===== src/rtl/qam_modulator.sv =====
// qam_modulator: 16-QAM symbol buffer, level mapper and I/Q carrier mixer.
// Define QAM_GRAY_MAP_EN to select the Gray level map instead of the natural map.
module qam_modulator #(
    parameter int SAMPLES_PER_SYMBOL = 10
) (
    input  logic               clk_in,
    input  logic               rst_in,
    input  logic               step_in,
    input  logic signed [15:0] cos_in,
    input  logic signed [15:0] sin_in,
    input  logic [3:0]         symbol_in,
    input  logic               symbol_valid_in,
    output logic               symbol_ready_out,
    output logic signed [15:0] amp_out,
    output logic               amp_valid_out,
    output logic               underflow_out
);
    localparam int CW = $clog2(SAMPLES_PER_SYMBOL);
    localparam logic [CW-1:0] LAST = CW'(SAMPLES_PER_SYMBOL - 1);

    logic [CW-1:0]      count;
    logic               buf_full, buf_full_next, load, accept, p_valid;
    logic [3:0]         buf_sym;
    logic signed [2:0]  act_i, act_q, lvl_i, lvl_q;
    logic signed [18:0] p_i, p_q;

    function automatic logic signed [2:0] level(input logic [1:0] f);
        logic [1:0]        b;
        logic signed [3:0] v;
`ifdef QAM_GRAY_MAP_EN
        b = {f[1], f[1] ^ f[0]};
`else
        b = f;
`endif
        v = $signed({1'b0, b, 1'b0}) - 4'sd3;
        return v[2:0];
    endfunction

    assign accept        = symbol_valid_in && symbol_ready_out;
    assign load          = step_in && count == '0;
    assign buf_full_next = accept || (buf_full && !load);
    // The count-0 sample already uses the symbol being loaded (or zero on underflow).
    assign lvl_i = load ? (buf_full ? level(buf_sym[3:2]) : 3'sd0) : act_i;
    assign lvl_q = load ? (buf_full ? level(buf_sym[1:0]) : 3'sd0) : act_q;

    always_ff @(posedge clk_in) begin
        if (rst_in) begin
            count            <= '0;
            buf_full         <= 1'b0;
            buf_sym          <= '0;
            symbol_ready_out <= 1'b0;
            act_i            <= '0;
            act_q            <= '0;
            p_i              <= '0;
            p_q              <= '0;
            p_valid          <= 1'b0;
            amp_out          <= '0;
            amp_valid_out    <= 1'b0;
            underflow_out    <= 1'b0;
        end else begin
            if (step_in)
                count <= count == LAST ? '0 : count + CW'(1);
            if (accept)
                buf_sym <= symbol_in;
            buf_full         <= buf_full_next;
            symbol_ready_out <= !buf_full_next;
            if (load) begin
                act_i <= lvl_i;
                act_q <= lvl_q;
            end
            if (step_in) begin
                p_i <= 19'(lvl_i) * 19'(cos_in);
                p_q <= 19'(lvl_q) * 19'(sin_in);
            end
            p_valid       <= step_in;
            underflow_out <= load && !buf_full;
            // The difference always fits 16 bits after the floor shift, so truncation is exact.
            if (p_valid)
                amp_out <= 16'((20'(p_i) - 20'(p_q)) >>> 3);
            amp_valid_out <= p_valid;
        end
    end
endmodule


===== config.mk =====
export PLATFORM = sky130hd
export DESIGN_NAME = qam_modulator
export DESIGN_NICKNAME = d
export VERILOG_FILES = /design/src/rtl/qam_modulator.sv
export SDC_FILE = /design/constraint.sdc
export NUM_CORES = 1
export LEC_CHECK = 0
export CORE_MARGIN = 2
export CORE_UTILIZATION = 40
export DETAILED_ROUTE_END_ITERATION = 10
export PLACE_DENSITY = 0.66
export SLEW_MARGIN = 40
export SYNTH_ARGS = -nofsm -noshare
export SYNTH_HDL_FRONTEND = slang
export SYNTH_SLANG_ARGS = --single-unit

===== constraint.sdc =====
create_clock -name clk_in -period 5.3 [get_ports clk_in]
set_input_delay 0.795 -clock clk_in [delete_from_list [all_inputs] [get_ports clk_in]]
set_output_delay 0.795 -clock clk_in [all_outputs]
set_load 0.005 [all_outputs]

==> metrics.md, run 1 <==
| Metric | Value |
|---|---|
| Initial Util | between 40% and 50% |
| Net Count, Synth | slightly below 900 |
| Synthesized area | approximately 6500 um^2 |
| Total power draw | 1.63 mW |
| Top-count cell post-synth | nor2_1 |
| IO Count | 59 |
| Hold Violations, Final | 0 |
| Peak VDD IR | 0.150 mV |
| Routed wl met2 | between 6000 and 7000 um |
| Die X | approximately 130 um |
| H-tree Lvls | 3 |
| Syn_area_per_cell | between 8 and 9 um^2 |
| Clk sinks | 73 |
| Layout cells sized above 1 | about 7% |
| WL/cell | between 10 and 15 um |
| Worst reg2reg path depth | 18 |
| GRT Resource Usage Total | 16.6% |
| Final setup fails | 0 |
| Distinct cells, synth | between 70 and 80 |
| Vias in the first global route | between 5k and 6k |
| Synth top area cells | dfxtp_1 23%, ha_1 16%, fa_1 10% |
| Largest net degree at the start of global routing | between 60 and 70 |
| Initial antenna violation count | 0 |
| Worst Hold Class | reg2reg |
| Initial DRC count | roughly 220 |
| Cell taking the most area after synthesis | dfxtp_1 |
| DR pass1 iterations | 5 |
| Post-Route M1 WL | approximately 6500 um |
| Cell Count, Final, Fillers Out | about 1.0k |
| Util after Layout | a little under half |
| Port bufs | 58 |
| Nets | 945 |
| Share of the synthesized area in the top cell type | approximately 23% |
| Worst slew margin | around 51% |
| Die area | around 17,000 um^2 |
| Setup Crit Path Kind | reg2reg |
| Hold depth | 2 |
| Synth top cells by count | 84 x nor2_1, 81 x ha_1, 73 x dfxtp_1 |
| Critical Path RT | ~5.6 ns |
| First-pass GRT wire length | around 24,000 um |
| Inserted Clock Buffers | 9 |
| CTS tree | built |
| FF-to-FF setup slack | ~0.64 ns |
| Clock Pin Slew Worst Setup and Hold Paths | 0.06 ns |
| Pwr/cell area | roughly 210 nW/um^2 |
| Final setup TNS | 0 ns |
| FFs w/ async S/R, synth | 0% |
| Resize count post-CTS | 0 |
| Post-CTS Setup Inserts | 0 |
| CP startpoint kind | flip-flop |
| CORE AREA | around 16,000 um^2 |
| Root buf cell | clkbuf_16 |
| Hold Buf Count CTS | 0 |
| Final Max Tran Viols | 0 |
| Final worst path period share | 87.8% |
| Leakage | 3.58 nW |
| Measured slew at the worst slew-check pin | approximately 0.74 ns |
| Critical hold path startpoint | buf_sym[1] |
| Highest metal used | met4 |
| Row cnt | 46 |
| Residual DRC | 0 |
| Height of the die | 131 um |
| Part of the Yosys area used for sequential elements | around 23% |
| YS warnings | 0 |
| ANT nets after route | 0 |
| Vias | ~5.2k |
| Placer Congestion | 0.826 |
| Post-synth EDFFs | 0 |
| Status | finished, final reports clean |
| Syn-to-layout area delta | 17.5% |
| Crit Path Max Fanout | 8 |
| Clock skew | around 0.0076 ns |
| Cells after synthesis | between 700 and 800 |
| RR Startpoint | count[3] |
| Grt total ovfl | 0 |
| Worst setup startpoint | count[3] |
| WL met3 | 397 um |
| Placed cell count | slightly below 1k |
| Max Root-Sink Buffers | 2 |
| RSZ-0062 raised after global routing | false |
| Max Freq | around 0.21 GHz |
| WP data arrival | 4.94 ns |
| Max Cap Violations | 0 |
| HPWL Detailed | 10,700 um |
| Number of diodes | 0 |
| Final Critical Period | roughly 4.7 ns |
| Synth Register Bits | 73 |
| Vias per cell | 5.12 |
| Top FF cell, synth | dfxtp_1 |
| Worst Hold End | buf_sym[1] |
| CP Capture Type | flip-flop |
| Critical R2R Capture | p_q[11] |
| Latest clock arrival within the worst-skew pair | 0.35 ns |
| DRT Wirelength | ~14,000 um |
metrics by stage:
step | setup WS [ns] | hold slack (ns) | area [um^2]
3_3_place_gp | 0.518 | 0.448 | 7310
4_1_cts | 0.656 | 0.457 | 7620
2_1_floorplan | 0.637 | 0.436 | 6490
5_1_grt | 0.334 | 0.478 | 7620
3_5_place_dp | 0.466 | 0.449 | 7310
6_report | 0.645 | 0.455 | 7620
worst max-delay path: stages (launching register included):
cell      delay [ns]
dfxtp_1         0.34
nor4_1          0.27
nand2_1         0.24
buf_4           0.24
nor3b_1         0.20
a21oi_1         0.10
or2_2           0.31
fa_1            0.57
fa_1            0.17
inv_1           0.04
ha_1            0.19
fa_1            0.41
a21o_1          0.20
a21oi_1         0.21
o21bai_1        0.11
a21o_1          0.21
a221oi_1        0.30
mux2_2          0.37
a21oi_1         0.13
layer usage:
metal	global-route usage (%)	up-vias
met4	3.86	0
met5	0	-
met2	28.8	68
met3	3.16	10
met1	21.5	2424
li1	-	2678
power by group:
group	total (mW)	switching, mW	leakage [nW]	internal (mW)
clock	0.638	0.263	0.150	0.375
sequential	0.600	0.0207	0.594	0.579
combinational	0.392	0.200	2.84	0.193
layout make-up:
| class | count | area, um^2 |
|---|---|---|
| clock buffers | 9 | 225 |
| clock inverters | 7 | 86.3 |
| fillers | 1565 | 8260 |
| inverters | 36 | 135 |
| multi-input cells | 601 | 4790 |
| flip-flops and latches | 73 | 1460 |
| well taps | 216 | 270 |
| repair buffers | 69 | 656 |
sequential cells by signal, summed over array words and instances (netlist names):
register	cells
symbol_ready_out	1
buf_sym	4
p_valid	1
buf_full	1
amp_valid_out	1
count	4
underflow_out	1
amp_out	16
act_i	3
p_i	19
act_q	3
p_q	19
worst max-delay path by stage:
stage               endpoint  slack, ns  cells past startpoint
global placement     p_i[17]       0.52                     17
CTS                  p_q[11]       0.66                     18
detailed placement   p_q[11]       0.47                     18
global route         p_q[11]       0.33                     18
floorplan            p_i[17]       0.64                     17
finish               p_q[11]       0.64                     18
cells by family (layout without fill, tap and decap cells):
family                   Yosys count  in the layout  synth area share, %
AND/OR/NAND/NOR                  273            273                 22.1
AO/OA/AOI/OAI                    149            149                 16.3
adder cells (fa/ha/maj)          115            115                 26.1
flip-flops                        73             73                 22.5
buffers and inverters             62            121                 3.68
XOR/XNOR                          35             35                 4.72
multiplexers                      29             29                 4.57
cell usage in the layout, fill, tap and decap left out, drive strengths merged, types with 5 or more instances in the layout:
master	instances
nor2	84
ha	81
dfxtp	73
clkdlybuf4s50	56
nor2b	51
a21oi	47
nand2	42
inv	40
fa	34
mux2i	27
xnor2	21
nand2b	19
a21o	18
o21ai	18
nand3	16
xor2	14
and2	14
buf	13
a211oi	12
nor3b	9
clkbuf	9
o21a	7
nor3	7
o21bai	7
a211o	5
No activity file was read; power rests on OpenSTA's default activity.
==> run 2, diff against run 1 <==
--- a/config.mk
+++ b/config.mk
@@ -5,6 +5,7 @@
 export SDC_FILE = /design/constraint.sdc
 export NUM_CORES = 1
 export LEC_CHECK = 0
+export CAP_MARGIN = 20
 export CORE_MARGIN = 2
 export CORE_UTILIZATION = 40
 export DETAILED_ROUTE_END_ITERATION = 10
==> results of run 2 <==
Same layout as run 1: the final DEF is identical, and so are final timing and power.
